[src/rtl/updown_counter_param_if.sv]
// Bus bundle for updown_counter_param.
//   master : drives the controls (en, up_down, load, load_val, clr_flags) and
//            observes the counter state.
//   slave  : the counter itself; consumes the controls and drives
//            count, at_zero, at_max, bnd_p, ovf, unf, halted.
// Clock and reset are not part of the bundle; they stay plain module ports.
interface updown_counter_param_if #(
   parameter int unsigned WIDTH = 8
);
   logic             en;
   logic             up_down;
   logic             load;
   logic [WIDTH-1:0] load_val;
   logic             clr_flags;
   logic [WIDTH-1:0] count;
   logic             at_zero;
   logic             at_max;
   logic             bnd_p;
   logic             ovf;
   logic             unf;
   logic             halted;

   modport master (
      output en, up_down, load, load_val, clr_flags,
      input  count, at_zero, at_max, bnd_p, ovf, unf, halted
   );

   modport slave (
      input  en, up_down, load, load_val, clr_flags,
      output count, at_zero, at_max, bnd_p, ovf, unf, halted
   );
endinterface

[src/rtl/updown_counter_param.sv]
// Parametrised synchronous up/down counter with parallel load, count enable and
// modulo limit MAX_VAL. Boundary behaviour chosen by MODE: 0 wrap, 1 saturate,
// 2 one-shot (stops and raises halted until the next load or reset).
// Ports:
//   clk    : clock, all state changes on the rising edge
//   reset  : synchronous active-high reset, overrides every other input
//   bus    : slave side of updown_counter_param_if
//            in : en, up_down (1 = up), load, load_val, clr_flags
//            out: count, at_zero, at_max, bnd_p (registered boundary pulse),
//                 ovf/unf (sticky), halted (one-shot only)
module updown_counter_param #(
   parameter int unsigned WIDTH   = 8,
   parameter int unsigned MAX_VAL = (2 ** WIDTH) - 1,
   parameter int unsigned MODE    = 0
) (
   input logic                    clk,
   input logic                    reset,
   updown_counter_param_if.slave  bus
);

   localparam int unsigned ModeWrap    = 0;
   localparam int unsigned ModeSat     = 1;
   localparam int unsigned ModeOneshot = 2;

   localparam logic [WIDTH-1:0] MaxVal = WIDTH'(MAX_VAL);
   localparam logic [WIDTH-1:0] Zero   = '0;
   localparam logic [WIDTH-1:0] One    = WIDTH'(1);

   typedef enum logic [0:0] {StRun, StHalt} state_e;

   state_e           state_q, state_d;
   logic [WIDTH-1:0] count_q, count_d;
   logic             bnd_q, bnd_d;
   logic             ovf_q, ovf_d;
   logic             unf_q, unf_d;

   always_ff @(posedge clk) begin
      if (reset) begin
         state_q <= StRun;
         count_q <= '0;
         bnd_q   <= 1'b0;
         ovf_q   <= 1'b0;
         unf_q   <= 1'b0;
      end else begin
         state_q <= state_d;
         count_q <= count_d;
         bnd_q   <= bnd_d;
         ovf_q   <= ovf_d;
         unf_q   <= unf_d;
      end
   end

   always_comb begin
      state_d = state_q;
      count_d = count_q;
      bnd_d   = 1'b0;
      // Clear first; a set event below overrides, so a simultaneous set wins.
      ovf_d   = ovf_q & ~bus.clr_flags;
      unf_d   = unf_q & ~bus.clr_flags;

      if (bus.load) begin
         count_d = (bus.load_val > MaxVal) ? MaxVal : bus.load_val;
         state_d = StRun;
      end else if (bus.en && (state_q == StRun)) begin
         if (bus.up_down) begin
            if (count_q == MaxVal) begin
               bnd_d = 1'b1;
               ovf_d = 1'b1;
               if (MODE == ModeWrap) begin
                  count_d = Zero;
               end else if (MODE == ModeOneshot) begin
                  state_d = StHalt;
               end
            end else begin
               count_d = count_q + One;
            end
         end else begin
            if (count_q == Zero) begin
               bnd_d = 1'b1;
               unf_d = 1'b1;
               if (MODE == ModeWrap) begin
                  count_d = MaxVal;
               end else if (MODE == ModeOneshot) begin
                  state_d = StHalt;
               end
            end else begin
               count_d = count_q - One;
            end
         end
      end
   end

   // Saturate and wrap never leave StRun; keep the output tied low for them.
   localparam bit HaltAllowed = (MODE != ModeWrap) && (MODE != ModeSat);

   assign bus.count   = count_q;
   assign bus.at_zero = (count_q == Zero);
   assign bus.at_max  = (count_q == MaxVal);
   assign bus.bnd_p   = bnd_q;
   assign bus.ovf     = ovf_q;
   assign bus.unf     = unf_q;
   assign bus.halted  = HaltAllowed && (state_q == StHalt);

endmodule

[src/flat_wrapper.sv]
// flat-port wrapper written by rule: the top's interface ports become plain ports
module updown_counter_param_flat 
#(
   parameter int unsigned WIDTH   = 8,
   parameter int unsigned MAX_VAL = (2 ** WIDTH) - 1,
   parameter int unsigned MODE    = 0
)
  (clk, reset, bus_en, bus_up_down, bus_load, bus_load_val, bus_clr_flags, bus_count, bus_at_zero, bus_at_max, bus_bnd_p, bus_ovf, bus_unf, bus_halted);
  updown_counter_param_if #(.WIDTH(WIDTH)) bus_i ();
  input logic clk;
  input logic reset;
  input wire logic [$bits(bus_i.en)-1:0] bus_en;
  input wire logic [$bits(bus_i.up_down)-1:0] bus_up_down;
  input wire logic [$bits(bus_i.load)-1:0] bus_load;
  input wire logic [$bits(bus_i.load_val)-1:0] bus_load_val;
  input wire logic [$bits(bus_i.clr_flags)-1:0] bus_clr_flags;
  output wire logic [$bits(bus_i.count)-1:0] bus_count;
  output wire logic [$bits(bus_i.at_zero)-1:0] bus_at_zero;
  output wire logic [$bits(bus_i.at_max)-1:0] bus_at_max;
  output wire logic [$bits(bus_i.bnd_p)-1:0] bus_bnd_p;
  output wire logic [$bits(bus_i.ovf)-1:0] bus_ovf;
  output wire logic [$bits(bus_i.unf)-1:0] bus_unf;
  output wire logic [$bits(bus_i.halted)-1:0] bus_halted;
  assign bus_i.en = bus_en;
  assign bus_i.up_down = bus_up_down;
  assign bus_i.load = bus_load;
  assign bus_i.load_val = bus_load_val;
  assign bus_i.clr_flags = bus_clr_flags;
  assign bus_count = bus_i.count;
  assign bus_at_zero = bus_i.at_zero;
  assign bus_at_max = bus_i.at_max;
  assign bus_bnd_p = bus_i.bnd_p;
  assign bus_ovf = bus_i.ovf;
  assign bus_unf = bus_i.unf;
  assign bus_halted = bus_i.halted;
  updown_counter_param #(.WIDTH(WIDTH), .MAX_VAL(MAX_VAL), .MODE(MODE)) u_core (.clk(clk), .reset(reset), .bus(bus_i));
endmodule
[config.mk]
export PLATFORM = sky130hd
export DESIGN_NAME = updown_counter_param_flat
export DESIGN_NICKNAME = d
export VERILOG_FILES = /design/src/rtl/updown_counter_param_if.sv /design/src/rtl/updown_counter_param.sv /design/src/flat_wrapper.sv
export SDC_FILE = /design/constraint.sdc
export NUM_CORES = 1
export LEC_CHECK = 0
export ABC_AREA = 1
export CORE_AREA = 2 2 65 73
export DETAILED_ROUTE_END_ITERATION = 7
export DIE_AREA = 0 0 67 75
export SKIP_LAST_GASP = 1
export SYNTH_ARGS = -nofsm -noshare
export SYNTH_HDL_FRONTEND = slang
export SYNTH_SLANG_ARGS = --single-unit
[constraint.sdc]
create_clock -name clk -period 1.45 [get_ports clk]
set_input_delay 0.29 -clock clk [delete_from_list [all_inputs] [get_ports clk]]
set_output_delay 0.29 -clock clk [all_outputs]
set_load 0.01 [all_outputs]
After elaboration in Yosys (flattened, before gate mapping)
Index checks and enable logic that the tools add are counted.
- bits in registers: 11
- latch bits: 0
- memory bits (writable): 0
- memory bits (read-only): 0
- logic and storage cells: 32
- memories: 0
- add/subtract/negate cells: 2
- multiply operators: 0
- div/mod/pow operators: 0
- $lt $le $gt $ge: 1
- equal/unequal tests: 1
- shifts and indexed selects: 0
- multiplexer cells: 17
- bitwise logic cells: 4
- reductions and logical operators: 3
- operators by type and width (operator ; count):
    two-way mux 8 bit ; 6
    two-way mux 1 bit ; 11
    adder 8 x 1 -> 8 bit (second input constant) ; 1
    equality test 8 bit (second input constant) ; 1
    > comparator 8 bit (second input constant) ; 1
    logical NOT 8 bit ; 1
    subtractor 8 x 1 -> 8 bit (second input constant) ; 1
    OR reduction 3 bit ; 1
    bitwise AND 1 bit ; 2
    inverter 1 bit ; 2
    nonzero test 2 bit ; 1

Longest topological paths before layout
- word-level depth: 6
- mapped depth: 10

Worst setup path after synthesis
No wires, ideal clock.
- path type: register to register
- start: register u_core.count_q[0], in the netlist u_core.bus.count[0]
- end: register u_core.count_q[7], in the netlist u_core.bus.count[7]
- library setup time: 0.130 ns
- arrival time: 1.279 ns
- required time: 1.320 ns
- setup slack: 0.041 ns
- stages on the path, launching flop included: 11
- period minus slack after synthesis: 1.409 ns
- cells stage by stage: dfxtp_1 -> inv_1 -> ha_1 -> nand3_2 -> nor2_4 -> nand2_4 -> clkinv_4 -> nor2_2 -> nand3_2 -> nand2_1 -> a21oi_2
- word-level cells in the longest chain between the ends: 5
- RTL lines (item ; line ; source):
    start, declared ; updown_counter_param.sv:32 ; logic [WIDTH-1:0] count_q, count_d;
    start signal, assigned ; updown_counter_param.sv:46 ; count_q <= count_d;
    logical NOT 8 bit ; - ;
    named net bus_at_zero ; flat_wrapper.sv:18 ; output wire logic [$bits(bus_i.at_zero)-1:0] bus_at_zero;
    two-way mux 8 bit ; updown_counter_param.sv:78 ; if (count_q == Zero) begin
    two-way mux 8 bit ; updown_counter_param.sv:65 ; if (bus.up_down) begin
    two-way mux 8 bit ; updown_counter_param.sv:64 ; end else if (bus.en && (state_q == StRun)) begin
    two-way mux 8 bit ; updown_counter_param.sv:61 ; if (bus.load) begin
The timed path passes the listed nets, and every way through them passes these cells. The select of a mux whose other input is x is not followed.
A chain may end at the register's enable or synchronous reset.

Worst setup path in the final report
- start: register u_core.count_q[1], in the netlist u_core.bus.count[1]
- end: output port bus_at_max
- word-level cells in the longest chain between the ends: 1
- RTL lines (item ; line ; source):
    equality test 8 bit ; updown_counter_param.sv:98 ; assign bus.at_max = (count_q == MaxVal);
    end, declared ; flat_wrapper.sv:19 ; output wire logic [$bits(bus_i.at_max)-1:0] bus_at_max;
No other way between the ends.

==> key figures <==
Global route
  • First-pass GRT wire length: 4890 um
  • Aggregate global-route resource usage: 13.0%
  • Initial antenna violation count: 0
  • Vias in the first global route: 1069
  • Grt total ovfl: 0
  • Largest net degree at the start of global routing: 9

Critical path
  • Slowest stage delay, CP: 0.38 ns
  • FF-to-FF Start: u_core.bus.count[1]$_SDFFE_PP0P_
  • CP Max Fanout: 5
  • CP Launch Type: flop
  • CP Cell Sequence: ha_4, nand2_4, nor2_4, nand2_2, inv_2, buf_6
  • Worst setup EP type: output pin
  • Family with the most delay on the worst path: flip-flops
  • Crit-path slowest cell: dfxtp_4
  • Critical path class: reg -> out
  • WP data required: 1.16 ns
  • Crit path from: u_core.bus.count[1]$_SDFFE_PP0P_
  • CP arrival: 1.15 ns
  • Buf/Inv on CP: 2

Power
  • Peak VDD IR: 0.000451 V
  • Sw Pwr: 0.000394 W
  • LEAKAGE: 0.805 nW
  • Share of total power in sequential cells: 30.4%
  • Pint: 0.000767 W
  • Part of the power in the clock network: 28.0%
  • Logic pwr share: 41.6%
  • Sw Share: 34.0%
  • Power Dens Cells: 687 mW/mm^2

Drt
  • Via density: 4.39
  • Initial DRC Count: 22
  • First-pass DRT Iterations: 4
  • Remaining DRCs: 0
  • Final ANT Viol Nets: 0
  • Total number of vias: 1159
  • Final WL: 3080 um
  • Routed len/inst: 11.7 um

Final layout
  • Final Cell Area: 0.00169 mm^2
  • Antenna cells: 0
  • Share of layout cells above drive strength 1: 40.5%
  • Nets: 228
  • Layout area overhead: 78.6%
  • Final core utilization: 39.7%

Synthesis
  • Syn_area_per_cell: 6.48 um^2
  • Syn Std Cell Area: 946 um^2
  • Leading area contributor after synthesis: dfxtp_1
  • Cell variety after synth: 31
  • Seq cells post-synth: 11
  • Syn Inst Count: 146
  • Share of the synthesized area in the top cell type: 23.3%
  • Most area-consuming cells after synthesis: dfxtp_1 23%, nand2_1 16%, inv_1 6.3%
  • Post-synthesis sequential area ratio: 23.3%
  • Yosys warns: 0
  • Mapped Nets: 163

Min path
  • Hold path start: u_core.bus.unf$_SDFF_PP0_
  • Hold Path Class: reg -> reg

Flow run
  • # Max-Cap Violations: 0

Clocking
  • CTS tree: yes
  • CTS Sinks: 11
  • Number of buffers created by CTS: 3
  • Clock latency on the worst-skew pair: 0.25 ns
  • Reg clk slew, reported paths: 0.06 ns
  • H-tree levels: 1
  • CTS root buf: clkbuf_8
  • CTS Hold Bufs: 0
  • CTS max path bufs: 2

Die
  • Die Width: 67 um
  • I/O pins: 28
  • Initial core utilization: 22.2%
  • Core box area: 0.00425 mm^2
  • Die H: 75 um
  • Die Area: 0.00503 mm^2
  • Row Count: 25

Place
  • DP Wirelength: 2330 um
  • IO buf count: 26
  • RD Place Congestion: 0.849
  • Placed Instance Area: 0.00148 mm^2

STA
  • Fin Clk Skew: 0.00543 ns
  • RSZ-0062 raised after global routing: yes
  • Count of final hold-check violations: 0
  • Crit path time final: 1.44 ns
  • Slew Limit Fails: 0
  • Period utilisation layout: 99.0%
  • Finish-stage setup viols: 0
  • Fmax achieved: 697 MHz

Status
  • Status: finished clean
==> what timing repair did <==
| item | CTS | global route |
|---|---|---|
| buffers inserted | 2 | 4 |
| endpoints found under the setup margin | 13 | 8 |
| gates resized for setup | 31 | 27 |
| pin swaps | 3 | 11 |
==> metal layers <==
layer  up-vias  part of all wire (%)  track usage (%)
met5         -                     0                0
met4         0                   2.1             7.03
met3         7                   4.2             1.64
met2        23                    51             22.6
met1       534                    42             15.6
li1        595                     -                -
==> layout by cell type, fill, tap and decap left out, types with 2 or more instances in the layout <==
cell             netlist  routed
nand2_1               40      36
nand2_4                2       3
xor2_1                 3       3
a31oi_1                2       2
dlygate4sd2_1          0       8
clkdlybuf4s50_1        0      16
nand2_2                1       4
a21oi_1                9       7
nand3_2                2       4
buf_6                  3       3
a21oi_2                2       3
nand3_1                9       6
buf_4                  1      38
dfxtp_2                0       5
ha_4                   0       3
nor2_1                16      14
o21ai_0                5       3
dfxtp_1               11       3
nor2_4                 1       3
clkbuf_8               0       3
o21ai_1                1       2
dfxtp_4                0       3
a22oi_1                3       3
o221ai_1               2       2
inv_1                 16      13
nor2_2                 3       3
inv_2                  2       5
==> state kept, by name, indices dropped and copies added (netlist names) <==
name	cells
u_core.bus.ovf	1
u_core.bus.bnd_p	1
u_core.bus.unf	1
u_core.bus.count	8
==> final timing paths <==
path | end | slack (ns) | depth (start not counted)
max reg2reg | u_core.bus.count[4]$_SDFFE_PP0P_ | 0.05 | 11
max | bus_at_max | 0.01 | 6
min reg2reg | u_core.bus.unf$_SDFF_PP0_ | 0.47 | 2
min | u_core.bus.unf$_SDFF_PP0_ | 0.47 | 2
==> metrics by stage <==
stage	worst slack [ns]	cells	power, W	hold slack (ns)	setup TNS (ns)
after floorplan	0.0411	146	0.000579	0.436	0
after global placement	-0.305	254	0.000790	0.459	-1.13
after detailed placement	-0.331	254	0.000791	0.459	-1.32
after CTS	-0.100	260	0.00111	0.470	-0.100
after global routing	-0.0653	264	0.00123	0.494	-0.206
final	0.0149	264	0.00116	0.467	0
==> tightest hold or removal path, stage by stage, from the launching register on <==
cell	delay, ns
dfxtp_1	0.31
nand2_1	0.06
a21oi_1	0.05
==> area by class of cell <==
type / instances / area [um^2]
Fill cell: 483 / 2560
Multi-Input combinational cell: 111 / 713
Timing Repair Buffer: 65 / 549
Sequential cell: 11 / 238
Inverter: 19 / 76.3
Tap cell: 54 / 67.6
Clock buffer: 4 / 45.0
==> power by group through the flow <==
stage,registers (W),logic (W),clock network [W]
2_1_floorplan,0.000361,0.000218,0
3_3_place_gp,0.000351,0.000438,0
3_5_place_dp,0.000352,0.000439,0
4_1_cts,0.000350,0.000438,0.000326
5_1_grt,0.000356,0.000530,0.000344
6_report,0.000353,0.000484,0.000325
==> cell usage after synthesis <==
cell,number
nand2_2,1
nand3_1,9
a21oi_1,9
nand3_2,2
inv_1,16
inv_2,2
nand3b_1,1
o211ai_1,1
o221ai_1,2
xor2_1,3
a22oi_1,3
a31oi_1,2
dfxtp_1,11
nand2_4,2
nor2_8,1
xnor2_1,1
nor2_2,3
a21oi_2,2
buf_4,1
conb_1,1
nor2_4,1
a41oi_1,1
buf_1,1
o21ai_0,5
o21ai_1,1
buf_6,3
ha_1,3
nor3_1,1
clkinv_4,1
nand2_1,40
nor2_1,16
==> kinds of logic (layout without fill, tap and decap cells) <==
group                      count (synthesis)  after routing  synth area share, %
buffers and inverters                     24             88                 12.8
DFF                                       11             11                 23.3
other                                      1              1                0.396
AOI/OAI and AO/OA                         26             26                 17.1
and+or+nand+nor                           77             77                 38.8
adders and majority gates                  3              3                 3.97
xor gates and xnor gates                   4              4                 3.70
Note: power is estimated with default switching activity, not from simulation.
